File: src/rtl/pipe_pkg.sv
// Shared types and helpers for the pipelined datapath: decoded control layout
// and immediate sign extension.
package pipe_pkg;

  localparam int         CTRL_W   = 9;
  localparam logic [4:0] REG_ZERO = 5'd0;
  localparam int         IMM_W    = 16;
  localparam int         SEXT_W   = 32;

  typedef struct packed {
    logic       reg_write;
    logic       mem_to_reg;
    logic       mem_write;
    logic       alu_src;
    logic       reg_dst;
    logic       branch;
    logic [2:0] alu_ctrl;
  } ctrl_t;

  function automatic logic [SEXT_W-1:0] sign_ext(input logic [IMM_W-1:0] imm);
    return {{(SEXT_W-IMM_W){imm[IMM_W-1]}}, imm};
  endfunction

endpackage

File: src/rtl/sat_counter.sv
// Saturating up-counter used for pipeline performance events; sticks at all-ones.
module sat_counter #(
  parameter int CNT_W = 16
) (
  input  logic             clk,
  input  logic             rst_n,
  input  logic             inc,
  output logic [CNT_W-1:0] count
);

  // NOTE: sequential state is assigned with <= so every flop samples pre-edge values.
  always_ff @(posedge clk or negedge rst_n) begin
    if (!rst_n) begin
      count <= '0;
    end else if (inc && (count != '1)) begin
      count <= count + 1'b1;
    end
  end

endmodule

File: src/rtl/id_ex_stage.sv
// ID/EX pipeline register with load-use bubble insertion, IF/ID stall generation,
// EX flush / downstream hold handling, and saturating stall/flush event counters.
module id_ex_stage
  import pipe_pkg::*;
#(
  parameter int DATA_W = 32,
  parameter int REG_AW = 5,
  parameter int CNT_W  = 16
) (
  input  logic              clk,
  input  logic              rst_n,
  input  logic              id_valid,
  input  logic [REG_AW-1:0] id_rs,
  input  logic [REG_AW-1:0] id_rt,
  input  logic [REG_AW-1:0] id_rd,
  input  logic [DATA_W-1:0] id_rd1,
  input  logic [DATA_W-1:0] id_rd2,
  input  logic [15:0]       id_imm,
  input  logic [CTRL_W-1:0] id_ctrl,
  input  logic              ex_flush,
  input  logic              ex_hold,
  output logic              stall_d,
  output logic              ex_valid,
  output logic [REG_AW-1:0] ex_rs,
  output logic [REG_AW-1:0] ex_rt,
  output logic [REG_AW-1:0] ex_rd,
  output logic [REG_AW-1:0] ex_write_reg,
  output logic [DATA_W-1:0] ex_rd1,
  output logic [DATA_W-1:0] ex_rd2,
  output logic [DATA_W-1:0] ex_imm,
  output logic [CTRL_W-1:0] ex_ctrl,
  output logic [CNT_W-1:0]  stall_cnt,
  output logic [CNT_W-1:0]  flush_cnt
);

  ctrl_t id_ctrl_s;
  ctrl_t ex_ctrl_q;
  logic  load_use;

  assign id_ctrl_s    = ctrl_t'(id_ctrl);
  assign ex_ctrl      = ex_ctrl_q;
  assign ex_write_reg = ex_ctrl_q.reg_dst ? ex_rd : ex_rt;

  // A load in EX whose destination feeds the instruction in ID cannot be forwarded in time.
  assign load_use = ex_valid && ex_ctrl_q.mem_to_reg
                 && (ex_write_reg != REG_AW'(REG_ZERO))
                 && id_valid
                 && ((ex_write_reg == id_rs) || (ex_write_reg == id_rt));

  assign stall_d = !ex_flush && (ex_hold || load_use);

  // NOTE: data fields are reset as well so every ex_* output reads 0 straight out of reset.
  always_ff @(posedge clk or negedge rst_n) begin
    if (!rst_n) begin
      ex_valid  <= 1'b0;
      ex_ctrl_q <= '0;
      ex_rs     <= '0;
      ex_rt     <= '0;
      ex_rd     <= '0;
      ex_rd1    <= '0;
      ex_rd2    <= '0;
      ex_imm    <= '0;
    end else if (ex_flush) begin
      ex_valid  <= 1'b0;
      ex_ctrl_q <= '0;
    end else if (!ex_hold) begin
      if (load_use) begin
        ex_valid  <= 1'b0;
        ex_ctrl_q <= '0;
      end else begin
        ex_valid  <= id_valid;
        ex_ctrl_q <= id_valid ? id_ctrl_s : '0;
        ex_rs     <= id_rs;
        ex_rt     <= id_rt;
        ex_rd     <= id_rd;
        ex_rd1    <= id_rd1;
        ex_rd2    <= id_rd2;
        ex_imm    <= DATA_W'(sign_ext(id_imm));
      end
    end
  end

  sat_counter #(.CNT_W(CNT_W)) u_stall_cnt (
    .clk   (clk),
    .rst_n (rst_n),
    .inc   (load_use && !ex_flush && !ex_hold),
    .count (stall_cnt)
  );

  sat_counter #(.CNT_W(CNT_W)) u_flush_cnt (
    .clk   (clk),
    .rst_n (rst_n),
    .inc   (ex_flush && ex_valid),
    .count (flush_cnt)
  );

endmodule

File: config.mk
export PLATFORM = sky130hd
export DESIGN_NAME = id_ex_stage
export DESIGN_NICKNAME = d
export VERILOG_FILES = /design/src/rtl/pipe_pkg.sv /design/src/rtl/sat_counter.sv /design/src/rtl/id_ex_stage.sv
export SDC_FILE = /design/constraint.sdc
export NUM_CORES = 1
export LEC_CHECK = 0
export CAP_MARGIN = 20
export CELL_PAD_IN_SITES_DETAIL_PLACEMENT = 1
export CELL_PAD_IN_SITES_GLOBAL_PLACEMENT = 2
export CORE_MARGIN = 2
export CORE_UTILIZATION = 24
export CTS_CLUSTER_SIZE = 8
export DETAILED_ROUTE_END_ITERATION = 16
export GPL_TIMING_DRIVEN = 0
export PLACE_DENSITY_LB_ADDON = 0.1
export SYNTH_ARGS = -nofsm -noshare
export SYNTH_HDL_FRONTEND = slang
export SYNTH_SLANG_ARGS = --single-unit
File: constraint.sdc
create_clock -name clk -period 2 [get_ports clk]
set_input_delay 0.2 -clock clk [delete_from_list [all_inputs] [get_ports clk]]
set_output_delay 0.2 -clock clk [all_outputs]
set_load 0.01 [all_outputs]
# [Yosys cells after proc, flatten, opt, wreduce, memory -nomap -nowiden]
# Cells that the tools add are included.
[op_classes] shifts=0 n_reduce_logical=16 order_cmp=0 addsub=2 multipliers=0 n_mux=8 bitwise_logic=3 div=0 eq_ne=5
[op_table] operator="9-bit two-way mux" count=4
[op_table] operator="16-bit by 1-bit adder with 16-bit output, second input constant" count=2
[op_table] operator="16-bit != test, second input constant" count=2
[op_table] operator="5-bit equality test" count=2
[op_table] operator="1-bit logical AND" count=10
[op_table] operator="5-bit two-way mux" count=1
[op_table] operator="5-bit nonzero test" count=1
[op_table] operator="1-bit two-way mux" count=3
[op_table] operator="1-bit NOT" count=3
[op_table] operator="3-bit AND reduction" count=1
[op_table] operator="1-bit zero test" count=2
[op_table] operator="1-bit logical OR" count=2
[op_table] operator="2-bit != test, second input constant" count=1
[word_totals] latchBits=0 word_cells=50 in_bits=109 ramBits=0 memories=0 out_inout_bits=159 regBits=137 rom_bits=0

# [Longest topological paths before layout]
# Gate-level depths: netlist (run 1).
[depth] word_depth=8 mapped_depth=9 depth_no_buf=7

# [Modules after synthesis]
# Synthesis (run 1) repeated with hierarchy kept, for this count alone.
[hier_totals] cells_unflattened=439 hier_area_um2=6243.5
[by_module_without_submodules] module="id_ex_stage" instances=1 area_each_um2=4524.3 cells_per_inst=295
[by_module_without_submodules] module="sat_counter" instances=2 area_each_um2=859.6 cells_per_inst=72

# [Worst setup path after synthesis (run 1)]
# No wires, ideal clock.
[synth_timing] kind="register -> register" start="register ex_ctrl_q (netlist bit ex_ctrl[4])" end="register ex_rt[3]" synth_period_minus_slack_ps=2270 stages_incl_launch_ff=10 required_ps=1872 slack_ps=-270 arrival_ps=2142 path_cell_list="dfrtp_1 buf_6 mux2i_1 xnor2_1 nor3_2 a22oi_1 o21ai_4 buf_6 buf_6 mux2_1"
[synth_via] elab_chain_len=7 elab_cells_between_ends=10 classes_between="eq/ne: 2; mux: 1; bitwise: 1; reduce/logical: 6"
[synth_rtl] element="from (decl)" line_no="id_ex_stage.sv:37" text="ctrl_t ex_ctrl_q;"
[synth_rtl] element="from (signal assigned)" line_no="id_ex_stage.sv:72" text="ex_ctrl_q <= id_valid ? id_ctrl_s : '0;"
[synth_rtl] element="5-bit two-way mux (*)" line_no="id_ex_stage.sv:42" text="assign ex_write_reg = ex_ctrl_q.reg_dst ? ex_rd : ex_rt;"
[synth_rtl] element="5-bit nonzero test" line_no="id_ex_stage.sv:46" text="&& (ex_write_reg != REG_AW'(REG_ZERO))"
[synth_rtl] element="1-bit logical AND" line_no="id_ex_stage.sv:46"
[synth_rtl] element="1-bit logical AND" line_no="id_ex_stage.sv:47" text="&& id_valid"
[synth_rtl] element="1-bit logical AND (*)" line_no="id_ex_stage.sv:48" text="&& ((ex_write_reg == id_rs) || (ex_write_reg == id_rt));"
[synth_rtl] element="1-bit NOT (no source line) (*)"
[synth_rtl] element="3-bit AND reduction (no source line) (*)"
[synth_rtl] element="to (signal assigned)" line_no="id_ex_stage.sv:74" text="ex_rt <= id_rt;"
[synth_rtl] element="to (decl)" line_no="id_ex_stage.sv:25" text="output logic [REG_AW-1:0] ex_rt,"
# Every way passes the cells marked *; elsewhere a longest branch is shown, timed or not.
# A chain may end at the register's enable or synchronous reset.

# [Worst setup path after layout (run 1)]
[layout_timing] start="register ex_ctrl_q (netlist bit ex_ctrl[4])" end="register ex_rd1[24]"
[layout_via] elab_chain_len=7 elab_cells_between_ends=10 classes_between="eq/ne: 2; mux: 1; bitwise: 1; reduce/logical: 6"
[layout_rtl] element="5-bit two-way mux (*)" line_no="id_ex_stage.sv:42"
[layout_rtl] element="5-bit nonzero test" line_no="id_ex_stage.sv:46"
[layout_rtl] element="1-bit logical AND" line_no="id_ex_stage.sv:46"
[layout_rtl] element="1-bit logical AND" line_no="id_ex_stage.sv:47"
[layout_rtl] element="1-bit logical AND (*)" line_no="id_ex_stage.sv:48"
[layout_rtl] element="1-bit NOT (no source line) (*)"
[layout_rtl] element="3-bit AND reduction (no source line) (*)"
[layout_rtl] element="to (signal assigned)" line_no="id_ex_stage.sv:76" text="ex_rd1 <= id_rd1;"
[layout_rtl] element="to (decl)" line_no="id_ex_stage.sv:28" text="output logic [DATA_W-1:0] ex_rd1,"
# Marks and branches as above.

==> results.yml, run 1 <==
setup_path:
  timing.rr.start: "ex_ctrl[4]"
  critPathMaxStageDelay_ns: 0.39
  worstPathMaxFanout: 6
  critPathTopFamily: "buffers and inverters"
  r2r_slack_ns: -0.56
  worst_setup_path_start_kind: "flop"
  critPathKind: "reg -> reg"
  cp_num_buf_inv: 4
  crit_path_end_kind: "flop"
  r2r-end: "ex_rd1[24]"
  critical_path_arrival_ns: 2.86
  r2r_cells: 10
  required_ns: 2.30
  path_cells: "buf_12, mux2i_4, xnor2_2, nor3_2, buf_4, a22oi_2, o21ai_4, buf_6, bufbuf_16, mux2_2"
  cpMaxStageDelayCell: "dfrtp_1"
sta:
  fmax_mhz: 391
  hold_ws_ns: 0.369
  fin_crit_ns: 2.56
  worst_slack_ns: -0.559
  finalHoldViolations: 0
  drv_slew: 0
  finalSetupTns_ns: -56.47
  relSlewSlack: 0.542
  rsz0062_at_grt: "yes"
  worstMarginPinSlew_ns: 0.687
  setup_violations: 122
  skew_ns: 0.0161
  post-route-period-util: 1.28
logic_synthesis:
  synthAdderAreaFrac: 0.00426
  synthCells: 424
  synth.net_count: 535
  ys.flop_type: "dfrtp_1"
  muxShareOfSynthArea: 0.196
  netlist_area_sq_mm: 0.00587
  yosys.area_share.xor_xnor: 0.0582
  postSynthRegisterBits: 137
  seq_area_frac_synth: 0.584
  yosys_warnings: 0
  synth-edff-count: 0
  synth-simple-area-share: 0.0778
  synth_top_area_cell: "dfrtp_1"
  synth_top_family_by_area: "multiplexers"
  yosysTopAreaCellShare: 0.584
  async_reset_ff_frac: 1.00
  synth_area_leaders: "dfrtp_1 (58%), mux2_1 (9.6%), mux2_2 (9.0%), xnor2_1 (4.6%), buf_4 (2.6%)"
  synth_compound_area_frac: 0.0315
  avgSynthCellArea_sq_um: 13.9
  yosysUniqueCellTypes: 38
routing:
  avgRoutedWirePerCell_um: 19.0
  detail_route.vias_per_cell: 4.30
  first_iter_violations: 142
  num_vias: 4669
  ant_nets: 0
  drcViolationCount: 0
  first_pass_iters: 4
  drt-total-wl_mm: 20.6
cells_and_area:
  final.fill_count: 2488
  utilization: 0.441
  regArea_sq_mm: 0.00343
  drive_gt1_frac: 0.306
  fin_area_sq_mm: 0.0107
  syn_to_final_growth_pct: 81.3
  multiInputGateArea_sq_mm: 0.00266
  nets: 860
global_route:
  grt_start_max_net_pins: 73
  grt_first_pass_wirelength_mm: 32.3
  grt.total_usage: 0.163
  grt_pass1_vias: 5222
  antenna_found_initial: 1
  grt-ovfl-total: 0
clock_network:
  worstSkewPairLatency_ns: 0.42
  max-clock-path-buffers: 2
  clock_sinks: 137
  numCtsBuffers: 17
  clkTransAtPathRegs_ns: 0.06
  cts_tree: "built"
  cts-root-buf: "clkbuf_16"
  htreeDepth: 4
pwr:
  p_sw_uw: 2420
  p_clk_frac: 0.354
  irDropWorstVdd_mv: 0.494
  swShare: 0.270
  power_density_mw_per_mm2: 840
  seq_power_share: 0.377
  power_frac_comb: 0.269
  p_int_uw: 6530
  total_leakage_power_uw: 0.00474
placed_design:
  placed_cell_area_sq_mm: 0.00903
  preCtsSetupSlack_ns: -0.909
  port_buffers: 267
  place_hpwl_mm: 14.7
  gp_congestion: 0.738
floorplanning:
  pin_count: 268
  die_y_um: 160
  start_util: 0.243
  design.core.area_sq_mm: 0.0242
  die_w_um: 160
  num_rows: 57
  die_area_sq_mm: 0.0257
run:
  drv_cap: 0
status:
  status: "finished, violations left"
  violations: "setup timing"
min_path:
  holdCritPathClass: "in -> async"
==> cell families after synthesis <==
group           count (synthesis)
buf+inv                        41
fa+ha+maj                       2
xor+xnor                       39
compound gates                 19
mux                           102
flops                         137
simple gates                   84
==> worst register-to-register path, stage by stage (launching register included) <==
cell	delay (ns)
dfrtp_1	0.39
buf_12	0.16
mux2i_4	0.35
xnor2_2	0.10
nor3_2	0.22
buf_4	0.14
a22oi_2	0.11
o21ai_4	0.20
buf_6	0.17
bufbuf_16	0.27
mux2_2	0.32
==> per-layer routing <==
layer,routed length [um],vias up,track usage
met2,9850,167,0.264
met1,8910,2358,0.209
met5,0,-,0
met4,142,0,0.0332
li1,-,2132,-
met3,1700,12,0.0597
==> cells in the final DEF (no fill, tap or decap), drive strengths merged, types with 4 or more instances in the layout <==
cell,count
clkdlybuf4s50,261
dfrtp,137
mux2,97
buf,68
xnor2,31
clkbuf,21
nor2,15
nand3,15
nand2,14
inv,12
nor2b,8
a32o,8
and3,8
xor2,8
nand4,6
and4,5
mux2i,5
clkinv,5
nor3,4
==> Yosys cell counts, types with 2 or more instances <==
library cell    n
and2_1          3
nor3_2          2
and4_1          5
nand2_1        14
nor3_1          2
xor2_1          8
nor2b_1         8
nand3_1        15
nand4_1         6
mux2i_1         2
inv_1           9
a41o_1          3
ha_1            2
clkbuf_1        3
xnor2_1        31
mux2_1         50
buf_4          20
mux2_2         47
dfrtp_1       137
mux2i_2         3
nor2_1         15
a32o_1          8
and3_1          8
a21oi_1         3
buf_6           7
==> area by class of cell <==
class,count,share of cell area
Antenna cell,1,0.000235
Tap cell,324,0.0381
Sequential cell,137,0.322
Clock buffer,19,0.0416
Inverter,9,0.00317
Timing Repair Buffer,306,0.297
Buffer,32,0.0347
Clock inverter,13,0.0133
Multi-Input combinational cell,246,0.250
==> registers in the layout, summed over array words and instances (netlist names) <==
| signal | cells |
|---|---|
| ex_rs | 5 |
| ex_valid | 1 |
| ex_rd1 | 32 |
| ex_imm | 16 |
| u_flush_cnt.count | 16 |
| u_stall_cnt.count | 16 |
| ex_rt | 5 |
| ex_ctrl | 9 |
| ex_rd2 | 32 |
| ex_rd | 5 |
==> power groups by stage <==
stage	clock network [uW]	registers, uW	logic [uW]
finish	3170	3370	2410
global route	3400	3420	2560
CTS	3260	3370	2430
detailed placement	0	3400	2050
global placement	0	3380	2020
floorplan	0	3530	598
==> repair_timing <==
action,in CTS,in global routing
hold buffers,1,0
gates cloned,7,0
endpoints found under the hold margin,65,0
endpoints found under the setup margin,144,126
pin swaps,15,8
gates resized for setup,149,18
buffers inserted,27,6
==> per-stage QoR <==
stage,std cells,total power [uW]
global placement,1015,5400
CTS,1083,9060
detailed placement,1016,5460
global route,1086,9380
finish,1087,8940
floorplan,424,4130
==> worst max path at each step <==
| stage | startpoint | endpoint | depth (start not counted) |
|---|---|---|---|
| after floorplan | ex_ctrl[4] | ex_rt[2] | 9 |
| after global placement | rst_n | u_flush_cnt.count[10] | 1 |
| after detailed placement | ex_ctrl[4] | stall_d | 9 |
| after CTS | ex_ctrl[4] | stall_d | 10 |
| after global routing | ex_ctrl[4] | ex_rd1[13] | 10 |
| final | ex_ctrl[4] | ex_rd1[24] | 10 |
Note: power is estimated with default switching activity, not from simulation.
==> inputs of run 2 (changes only) <==
Settings changed: GPL_ROUTABILITY_DRIVEN set to 0.
==> results of run 2 <==
Same layout as run 1: the final DEF is identical, and so are final timing and power.
==> inputs of run 3 (changes only) <==
Settings changed: ABC_CLOCK_PERIOD_IN_PS set to 2000, CORE_UTILIZATION 24 to 36, DONT_BUFFER_PORTS set to 1.
==> results.yml, run 3 (same netlist as run 1, synthesis figures left out) <==
floorplanning:
  die_area_sq_mm: 0.0174
  die_w_um: 132
  num_rows: 46
  design.core.area_sq_mm: 0.0159
  die_y_um: 132
  pin_count: 268
  start_util: 0.368
global_route:
  grt.total_usage: 0.213
  grt_first_pass_wirelength_mm: 28.3
  grt_pass1_vias: 4593
  grt_start_max_net_pins: 138
  grt-ovfl-total: 0
  antenna_found_initial: 0
clock_network:
  clock_sinks: 137
  cts-root-buf: "clkbuf_16"
  cts.hold.buffers_added: 97
  worstSkewPairLatency_ns: 0.41
  numCtsBuffers: 17
  cts_tree: "built"
  clkTransAtPathRegs_ns: 0.06
  htreeDepth: 4
  max-clock-path-buffers: 2
sta:
  skew_ns: 0.00939
  fmax_mhz: 395
  drv_slew: 0
  hold_ws_ns: -0.520
  worstMarginPinSlew_ns: 0.576
  setup_violations: 121
  fin_crit_ns: 2.53
  post-route-period-util: 1.26
  rsz0062_at_grt: "yes"
  relSlewSlack: 0.616
  finalSetupTns_ns: -54.25
  worst_slack_ns: -0.529
  finalHoldViolations: 137
setup_path:
  worstPathMaxFanout: 10
  r2r-end: "ex_imm[13]"
  crit_path_end_kind: "flop"
  r2r_cells: 11
  worst_setup_path_start_kind: "flop"
  critPathKind: "reg -> reg"
  critical_path_arrival_ns: 2.82
  required_ns: 2.30
  r2r_slack_ns: -0.53
  timing.rr.start: "ex_ctrl[4]"
min_path:
  holdCritPathClass: "in -> async"
status:
  status: "finished, violations left"
  violations: "hold timing, setup timing"
routing:
  ant_nets: 0
  detail_route.vias_per_cell: 5.00
  avgRoutedWirePerCell_um: 22.5
  first_iter_violations: 126
  drcViolationCount: 0
  first_pass_iters: 4
  drt-total-wl_mm: 18.1
  num_vias: 4022
cells_and_area:
  final.fill_count: 1551
  mostFrequentLayoutCells: "dfrtp_1 (132), dlygate4sd3_1 (97), mux2_4 (49)"
  syn_to_final_growth_pct: 47.8
  reg.largest.list: "ex_rd1 (32), ex_rd2 (32)"
  multiInputGateArea_sq_mm: 0.00260
  final_common_cell: "dfrtp_1"
  regArea_sq_mm: 0.00343
  utilization: 0.545
  diodes: 0
  drive_gt1_frac: 0.406
  nets: 687
placed_design:
  place_hpwl_mm: 11.0
  port_buffers: 0
pwr:
  power_density_mw_per_mm2: 915
  total_leakage_power_uw: 0.00393
  irDropWorstVdd_mv: 0.575
run:
  drv_cap: 0
-- run 3: metal layers --
layer | wire length, um | share of wire | track usage
met1 | 7160 | 0.39 | 0.245
met2 | 9140 | 0.50 | 0.361
met3 | 1580 | 0.087 | 0.0880
met4 | 256 | 0.014 | 0.0658
met5 | 0 | 0 | 0
-- run 3: worst max path at each step --
stage | depth (start not counted) | endpoint | startpoint | slack (ns)
floorplan | 9 | ex_rt[2] | ex_ctrl[4] | -0.18
global placement | 9 | ex_imm[1] | ex_ctrl[4] | -0.71
detailed placement | 9 | ex_imm[1] | ex_ctrl[4] | -0.75
CTS | 10 | ex_rd1[18] | ex_ctrl[4] | -0.57
global route | 10 | ex_rd2[0] | ex_ctrl[4] | -0.64
finish | 11 | ex_imm[13] | ex_ctrl[4] | -0.53
-- run 3: where the power goes --
group	switching (uW)	internal [uW]	leakage (uW)	total, uW
Sequential	540	3110	0.00168	3650
Clock	1230	1830	0.000276	3060
Combinational	439	792	0.00198	1230
-- run 3: worst max-delay path, cell delays in order, from the launching register on --
cell and delay, ns:
dfrtp_2 0.42, buf_12 0.15, mux2i_4 0.35, xnor2_2 0.10, nor3_2 0.15, buf_4 0.15
buf_6 0.09, a22oi_2 0.07, o21ai_4 0.23, buf_12 0.20, buf_12 0.16, mux2_4 0.32
-- run 3: repair_timing --
action	in CTS	in global routing
setup buffers	27	7
pin swaps	23	14
resized for setup	111	31
endpoints found under the setup margin	123	134
gates cloned	4	2
hold endpoints to repair	234	137
-- run 3: cell type report --
type	count	area share
Buffer	31	0.0409
Clock buffer	17	0.0490
Clock inverter	15	0.0173
Inverter	9	0.00389
Multi-Input combinational cell	246	0.300
Sequential cell	137	0.396
Tap cell	216	0.0311
Timing Repair Buffer	134	0.162
-- run 3: stage by stage --
step                      cells  hold WS (ns)  instance area [sq um]  setup WS [ns]  power [uW]
after CTS                   799        -0.547                   8500         -0.570        7960
final                       805        -0.520                   8680         -0.529        7950
after detailed placement    640       -0.0924                   6190         -0.748        4380
after global placement      640       -0.0922                   6190         -0.705        4350
after floorplan             424       -0.0956                   5920         -0.177        4130
after global routing        805        -0.548                   8680         -0.641        8290
